## config.mk

```make
export PLATFORM = sky130hd
export DESIGN_NAME = ce_gate_fifo
export DESIGN_NICKNAME = d
export VERILOG_FILES = /design/src/rtl/ce_gate_fifo.sv
export SDC_FILE = /design/constraint.sdc
export NUM_CORES = 1
export LEC_CHECK = 0
export ABC_AREA = 1
export CORE_MARGIN = 5
export CORE_UTILIZATION = 30
export DETAILED_ROUTE_END_ITERATION = 16
export GPL_ROUTABILITY_DRIVEN = 1
export PLACE_DENSITY_LB_ADDON = 0.12
export SETUP_SLACK_MARGIN = 0.02
export SLEW_MARGIN = 20
export SYNTH_ARGS = -nofsm -noshare
export SYNTH_HDL_FRONTEND = slang
export SYNTH_SLANG_ARGS = --single-unit
```

## constraint.sdc

```tcl
create_clock -name CP -period 2.4 [get_ports CP]
set_clock_uncertainty 0.05 [all_clocks]
set_input_delay 0.24 -clock CP [delete_from_list [all_inputs] [get_ports CP]]
set_output_delay 0.24 -clock CP [all_outputs]
set_load 0.005 [all_outputs]
```

## src/rtl/ce_gate_fifo.sv

```systemverilog
// Gated Send/Ack FIFO: each packet carries the gate latch value at acceptance;
// closed packets are dropped (MODE=0) or held until released (MODE=1).
module ce_gate_fifo #(
  parameter int unsigned WIDTH = 16,
  parameter int unsigned DEPTH = 4,
  parameter bit          MODE  = 1'b0,
  parameter int unsigned CNTW  = 16
) (
  input  logic                     CP,
  input  logic                     MR_n,
  input  logic                     send_in,
  output logic                     ack_out,
  input  logic [WIDTH-1:0]         data_in,
  input  logic                     exb,
  output logic                     send_out,
  input  logic                     ack_in,
  output logic [WIDTH-1:0]         data_out,
  input  logic                     release_i,
  output logic [$clog2(DEPTH):0]   count,
  output logic [CNTW-1:0]          drop_cnt
);

  localparam int unsigned AW = $clog2(DEPTH);
  localparam int unsigned CW = AW + 1;

  logic [WIDTH-1:0] data_q [DEPTH];
  logic [DEPTH-1:0] flag_q;

  logic [AW-1:0]   wr_ptr_q, wr_ptr_d;
  logic [AW-1:0]   rd_ptr_q, rd_ptr_d;
  logic [CW-1:0]   count_q, count_d;
  logic            dl_q, dl_d;
  logic [CNTW-1:0] drop_q, drop_d;

  logic empty_c, full_c, head_flag_c;
  logic push_c, send_c, drop_c, rel_c, pop_c;

  // Handshake decode; the head is either offered, dropped, or blocked.
  assign empty_c     = (count_q == '0);
  assign full_c      = (count_q == CW'(DEPTH));
  assign head_flag_c = flag_q[rd_ptr_q];
  assign push_c      = send_in & ~full_c;
  assign send_c      = ~empty_c & head_flag_c;
  assign drop_c      = (MODE == 1'b0) & ~empty_c & ~head_flag_c;
  assign rel_c       = (MODE == 1'b1) & ~empty_c & ~head_flag_c & release_i;
  assign pop_c       = (send_c & ack_in) | drop_c;

  always_comb begin
    wr_ptr_d = wr_ptr_q;
    rd_ptr_d = rd_ptr_q;
    count_d  = count_q;
    dl_d     = dl_q;
    drop_d   = drop_q;
    if (push_c) begin
      wr_ptr_d = wr_ptr_q + AW'(1);
      dl_d     = exb;
    end
    if (pop_c) begin
      rd_ptr_d = rd_ptr_q + AW'(1);
    end
    case ({push_c, pop_c})
      2'b10:   count_d = count_q + CW'(1);
      2'b01:   count_d = count_q - CW'(1);
      default: count_d = count_q;
    endcase
    if (drop_c && (drop_q != {CNTW{1'b1}})) begin
      drop_d = drop_q + CNTW'(1);
    end
  end

  always_ff @(posedge CP) begin
    if (!MR_n) begin
      wr_ptr_q <= '0;
      rd_ptr_q <= '0;
      count_q  <= '0;
      dl_q     <= 1'b1;
      drop_q   <= '0;
    end else begin
      wr_ptr_q <= wr_ptr_d;
      rd_ptr_q <= rd_ptr_d;
      count_q  <= count_d;
      dl_q     <= dl_d;
      drop_q   <= drop_d;
    end
  end

  // Storage needs no reset: count=0 makes every slot dead.
  always_ff @(posedge CP) begin
    if (push_c) begin
      data_q[wr_ptr_q] <= data_in;
      flag_q[wr_ptr_q] <= dl_q;
    end
    if (rel_c) begin
      flag_q[rd_ptr_q] <= 1'b1;
    end
  end

  assign ack_out  = ~full_c;
  assign send_out = send_c;
  assign data_out = data_q[rd_ptr_q];
  assign count    = count_q;
  assign drop_cnt = drop_q;

endmodule
```

# Word-level counts from Yosys, hierarchy flattened
# Memory sizes are Yosys's and may differ from the RTL's. A register that Yosys moved wholly into a read port is not among the register bits.
# Index checks and enable logic that the tools add are counted.
# op_classes
add_sub_neg	5
multipliers	0
div	0
n_lt_le_gt_ge	3
eq_ne	4
n_shift	0
muxes	10
n_bitwise	8
reduce_logical	4
# op_table
op	n
16-bit by 1-bit adder with 16-bit output (second input constant)	1
16-bit != test (second input constant)	1
2-bit by 3-bit less-than comparator with 1-bit output (second input constant)	2
3-bit one-hot mux with 2 select lines	1
2-bit by 1-bit adder with 2-bit output (second input constant)	2
1-bit bitwise AND	4
4-bit bitwise mux	1
1-bit two-way mux	4
2-bit two-way mux	2
3-bit by 1-bit adder with 3-bit output (second input constant)	1
3-bit equality test (second input constant)	1
3-bit logical NOT	1
1-bit NOT	3
3-bit by 1-bit subtractor with 3-bit output (second input constant)	1
1-bit binary-select mux with 2-bit select	1
1-bit demux with 2-bit select	1
2-bit by 1-bit equality test with 1-bit output (second input constant)	1
2-bit equality test (second input constant)	1
2-bit by 1-bit greater-or-equal comparator with 1-bit output (second input constant)	1
1-bit logical AND	2
2-bit nonzero test	1
1-bit bitwise OR	1
# totals
register_bits	28
latchBits	0
ramBits	64
mem_bits_ro	0
in_bits	22
word_cells	41
memories	1
# mem_list
memory	words	word_bits	rd	rd_clocked_by_memory_dff	write_ports	line	text
data_q	4	16	1	1	1	26	logic [WIDTH-1:0] data_q [DEPTH];

# Logic depth before layout (Yosys ltp)
# depth
depth_word	7
depth_mapped	12

# Least setup slack after synthesis
# Ideal clock, no wire load.
# synth_timing
kind	register to register
startpoint	register count_q[0], in the netlist count[0]
endpoint	memory data_q[0][0], enable pin
setup_ps	391
arrival_time_ps	1541
t_required_ps	1959
slack_ps	418
path_stages_with_launch	5
n_path_buf	0
cell_sequence	dfxtp_1 > inv_1 > nand3_1 > nand2_1 > nor2_1
# synth_between
elab_chain_len	5
# synth_lines
element	line	text
start, declared	31	logic [CW-1:0] count_q, count_d;
start signal, assigned	81	count_q <= count_d;
3-bit equality test	40	assign full_c = (count_q == CW'(DEPTH));
1-bit NOT	--	
net ack_out	12	output logic ack_out,
1-bit bitwise AND	42	assign push_c = send_in & ~full_c;
1-bit two-way mux	89	if (push_c) begin
1-bit two-way mux (implied by the code)	90	data_q[wr_ptr_q] <= data_in;
end, declared	26	
# The timed path passes the listed nets, and every way through them passes these cells.

==> metrics.md <==
| Metric | Value |
|---|---|
| Fin Hold WS | between 0.4 and 0.5 ns |
| PortBufs | 57 |
| Antenna Cells | 0 |
| Placed insts | slightly above 600 |
| GRT Resource Usage Total | 11.35% |
| Hold crit path type | in2reg |
| Clock tree from TritonCTS | built |
| Synth area leader | edfxtp_1 |
| Initial Util | 30.92% |
| FFs w/ async S/R, synth | 0% |
| Filler instances | 1289 |
| Post-Layout Cell Count | 620 |
| Static Leak | 1.764 nW |
| Sequential power share | 41.2% |
| Critical path type | reg2out |
| Detail-routed via count per cell | 4.606 |
| DRC errors left | 0 |
| Syn_area_per_cell | 10.49 um2 |
| Largest net degree at the start of global routing | 33 |
| Max-slew headroom | 67.75% |
| Critical Path Sink | data_out[0] |
| Synth warn | 0 |
| Max Cap Viol | 0 |
| Core Footprint | around 13000 um2 |
| Slew Viols, Final | 0 |
| Antenna viol nets, final | 0 |
| Net switching power | 1.550 mW |
| Post-synth top flop | edfxtp_1 |
| Hold Vio Cnt, Final | 0 |
| WP data required | 2.11 ns |
| Die Width | 124.5 um |
| Initial DRC Count | 145 |
| Cell breakdown of the critical path | buf_4 -> o21ai_0 -> o22ai_1 -> clkdlybuf4s50_1 |
| Skew-Pair Late Insertion Delay | 0.34 ns |
| Vias | 2856 |
| Layout cells sized above 1 | 9.152% |
| Switching share of power | 30.98% |
| Die height | 124.5 um |
| Number of synthesized register bits | between 90 and 100 |
| Unique cell type count in the Yosys netlist | 26 |
| Max Clk Rate | roughly 0.45 GHz |
| Finished Cell Area | roughly 5000 um2 |
| Slowest CP cell | clkdlybuf4s50_1 |
| GPL Wtd Cong | 0.7318 |
| Post-CTS setup repair buffer count | 0 |
| Routed WL | 8661 um |
| Syn-to-layout area delta | 27.80% |
| Peak supply drop | 0.0004435 V |
| Gr ovfl total | 0 |
| Placed cell areas | 4766 um2 |
| Initial antenna violation count | 0 |
| WP data arrival | 1.93 ns |
| CTS Sinks | 94 |
| Worst Tran Pin Value | 0.4826 ns |
| Cells after Synth | 375 |
| Die ar. | 15500 um2 |
| 1st-pass router iterations | 4 |
| Yosys top cell area share | 51.91% |
| Final worst path period need | 2.218 ns |
| Root Driver | clkbuf_16 |
| Setup Viol. Count Final | 0 |
| Num CTS Buffers | 9 |
| EDFF count, synth | 68 |
| CP startpoint kind | flop |
| Mapped Area | ~3900 um2 |
| Worst R2R Start | rd_ptr_q[0] |
| Clk buf depth | 2 |
| FF-to-FF End | count[2] |
| H-tree levels | 3 |
| Sequential element share of the synthesized area | between 60% and 70% |
| Power Density | between 900 and 1000 nW/um2 |
| Critical path endpoint category | output pin |
| Internal power | about 3.5 mW |
| First-pass GRT wire length | 13890 um |
| Hpwl dp | 5843 um |
| Rows | 41 |
| DR WL/cell | 13.97 um |
| CP max FO | 32 |
| Final Util | 39.52% |
| RSZ-0062 raised after global routing | false |
| Worst path max stage delay | ~0.55 ns |
| Status | finished clean |
| Top Ports | 59 |
| CTS clock-pin slew for the worst setup and hold paths | 0.06 ns |
| Cells on worst reg2reg path | 11 |
| R2r setup slk | 0.25 ns |
| Fin crit share | around 92% |
| Synthesized Nets | slightly above 400 |
| Ranking of synthesized cells by area | edfxtp_1 52%, dfxtp_1 13%, nor2_1 6.2% |
| Nets@finish | 473 |
| Fin Setup TNS | 0 ns |
| Comb power frac | 33.7% |
| Clock network fraction of total power | roughly a quarter |
| Vias in the first global route | between 2000 and 3000 |
## flip-flops by register name, summed over array words and instances, names as in the netlist, named ones only
| name | flops |
|---|---|
| dl_q | 1 |
| flag_q | 4 |
| drop_cnt | 16 |
| rd_ptr_q | 2 |
| wr_ptr_q | 2 |
| data_q | 64 |
| count | 3 |
## stage by stage
stage / setup WS (ns) / power, mW
detailed placement: 0.1376 / 3.800
CTS: 0.07192 / 5.095
global route: 0.02547 / 5.336
floorplan: 0.4182 / 2.948
finish: 0.1820 / 5.002
global placement: 0.1681 / 3.791
## synth_stat cells, types with 2 or more instances
library cell	number
edfxtp_1	68
ha_1	6
nand2_2	3
buf_6	2
nand2_1	52
a21oi_1	20
nand4_1	6
nor2_1	65
nand3_1	21
clkbuf_1	9
dfxtp_1	26
o21ai_0	41
nor2_4	3
inv_1	25
o22ai_1	16
inv_2	2
## layer usage
metal | vias to the layer above | track usage, % | wire length [um]
met4 | 0 | 3.353 | 102
li1 | 1437 | - | -
met5 | - | 0 | 0
met2 | 50 | 18.54 | 4104
met1 | 1360 | 13.88 | 4108
met3 | 9 | 4.460 | 346
## layout make-up
type                       count  area, um2  share of cell area, %
multi-input combinational    242       1219                  24.24
tap                          172      215.2                  4.281
clock buffer                  12      246.5                  4.903
clock inverter                 3      13.76                 0.2738
inverter                      27      101.3                  2.016
timing repair buffer          70      668.1                  13.29
sequential                    94       2564                  51.00
## placed cells by master, fill, tap and decap left out, types with 4 or more instances in the layout
cell             netlist  layout
a21oi_1               20      20
buf_4                  0      13
clkbuf_16              0       9
clkdlybuf4s50_1        0      57
dfxtp_1               26      25
edfxtp_1              68      68
ha_1                   6       6
inv_1                 25      24
nand2_1               52      52
nand3_1               21      21
nand4_1                6       6
nor2_1                65      61
nor2_2                 0       4
o21ai_0               41      41
o22ai_1               16      16
## worst min-delay path by stage
stage / start / end / depth (start not counted)
floorplan: data_in[0] / data_q[0][0] / 0
global placement: dl_q / flag_q[0] / 0
detailed placement: dl_q / flag_q[0] / 0
CTS: exb / dl_q / 3
global route: exb / dl_q / 3
finish: exb / dl_q / 3
## repair_timing
| action | CTS | global route |
|---|---|---|
| endpoints found under the hold margin | 0 | 0 |
| resized for setup | 0 | 2 |
| hold buffers | 0 | 0 |
| setup endpoints to repair | 0 | 3 |
## power by group through the flow
stage	logic [mW]	registers [mW]	clock network [mW]
after floorplan	0.880	2.07	0
after global placement	1.70	2.09	0
after detailed placement	1.71	2.09	0
after CTS	1.72	2.06	1.32
after global routing	1.88	2.08	1.38
final	1.69	2.06	1.26
## critical path: cells and delay by family, from the launching register on
family / cells / cell delay [ns]
AOI/OAI and AO/OA: 2 / 0.37
DFF: 1 / 0.34
buffers and inverters: 2 / 0.87
## kinds of logic after synthesis
family / count (synthesis) / synth area share (%)
simple gates: 154 / 17.27
flops: 94 / 65.14
compound gates: 79 / 10.59
buf+inv: 39 / 4.135
fa+ha+maj: 7 / 2.417
xor+xnor: 2 / 0.4454
Note: power is estimated with default switching activity, not from simulation.
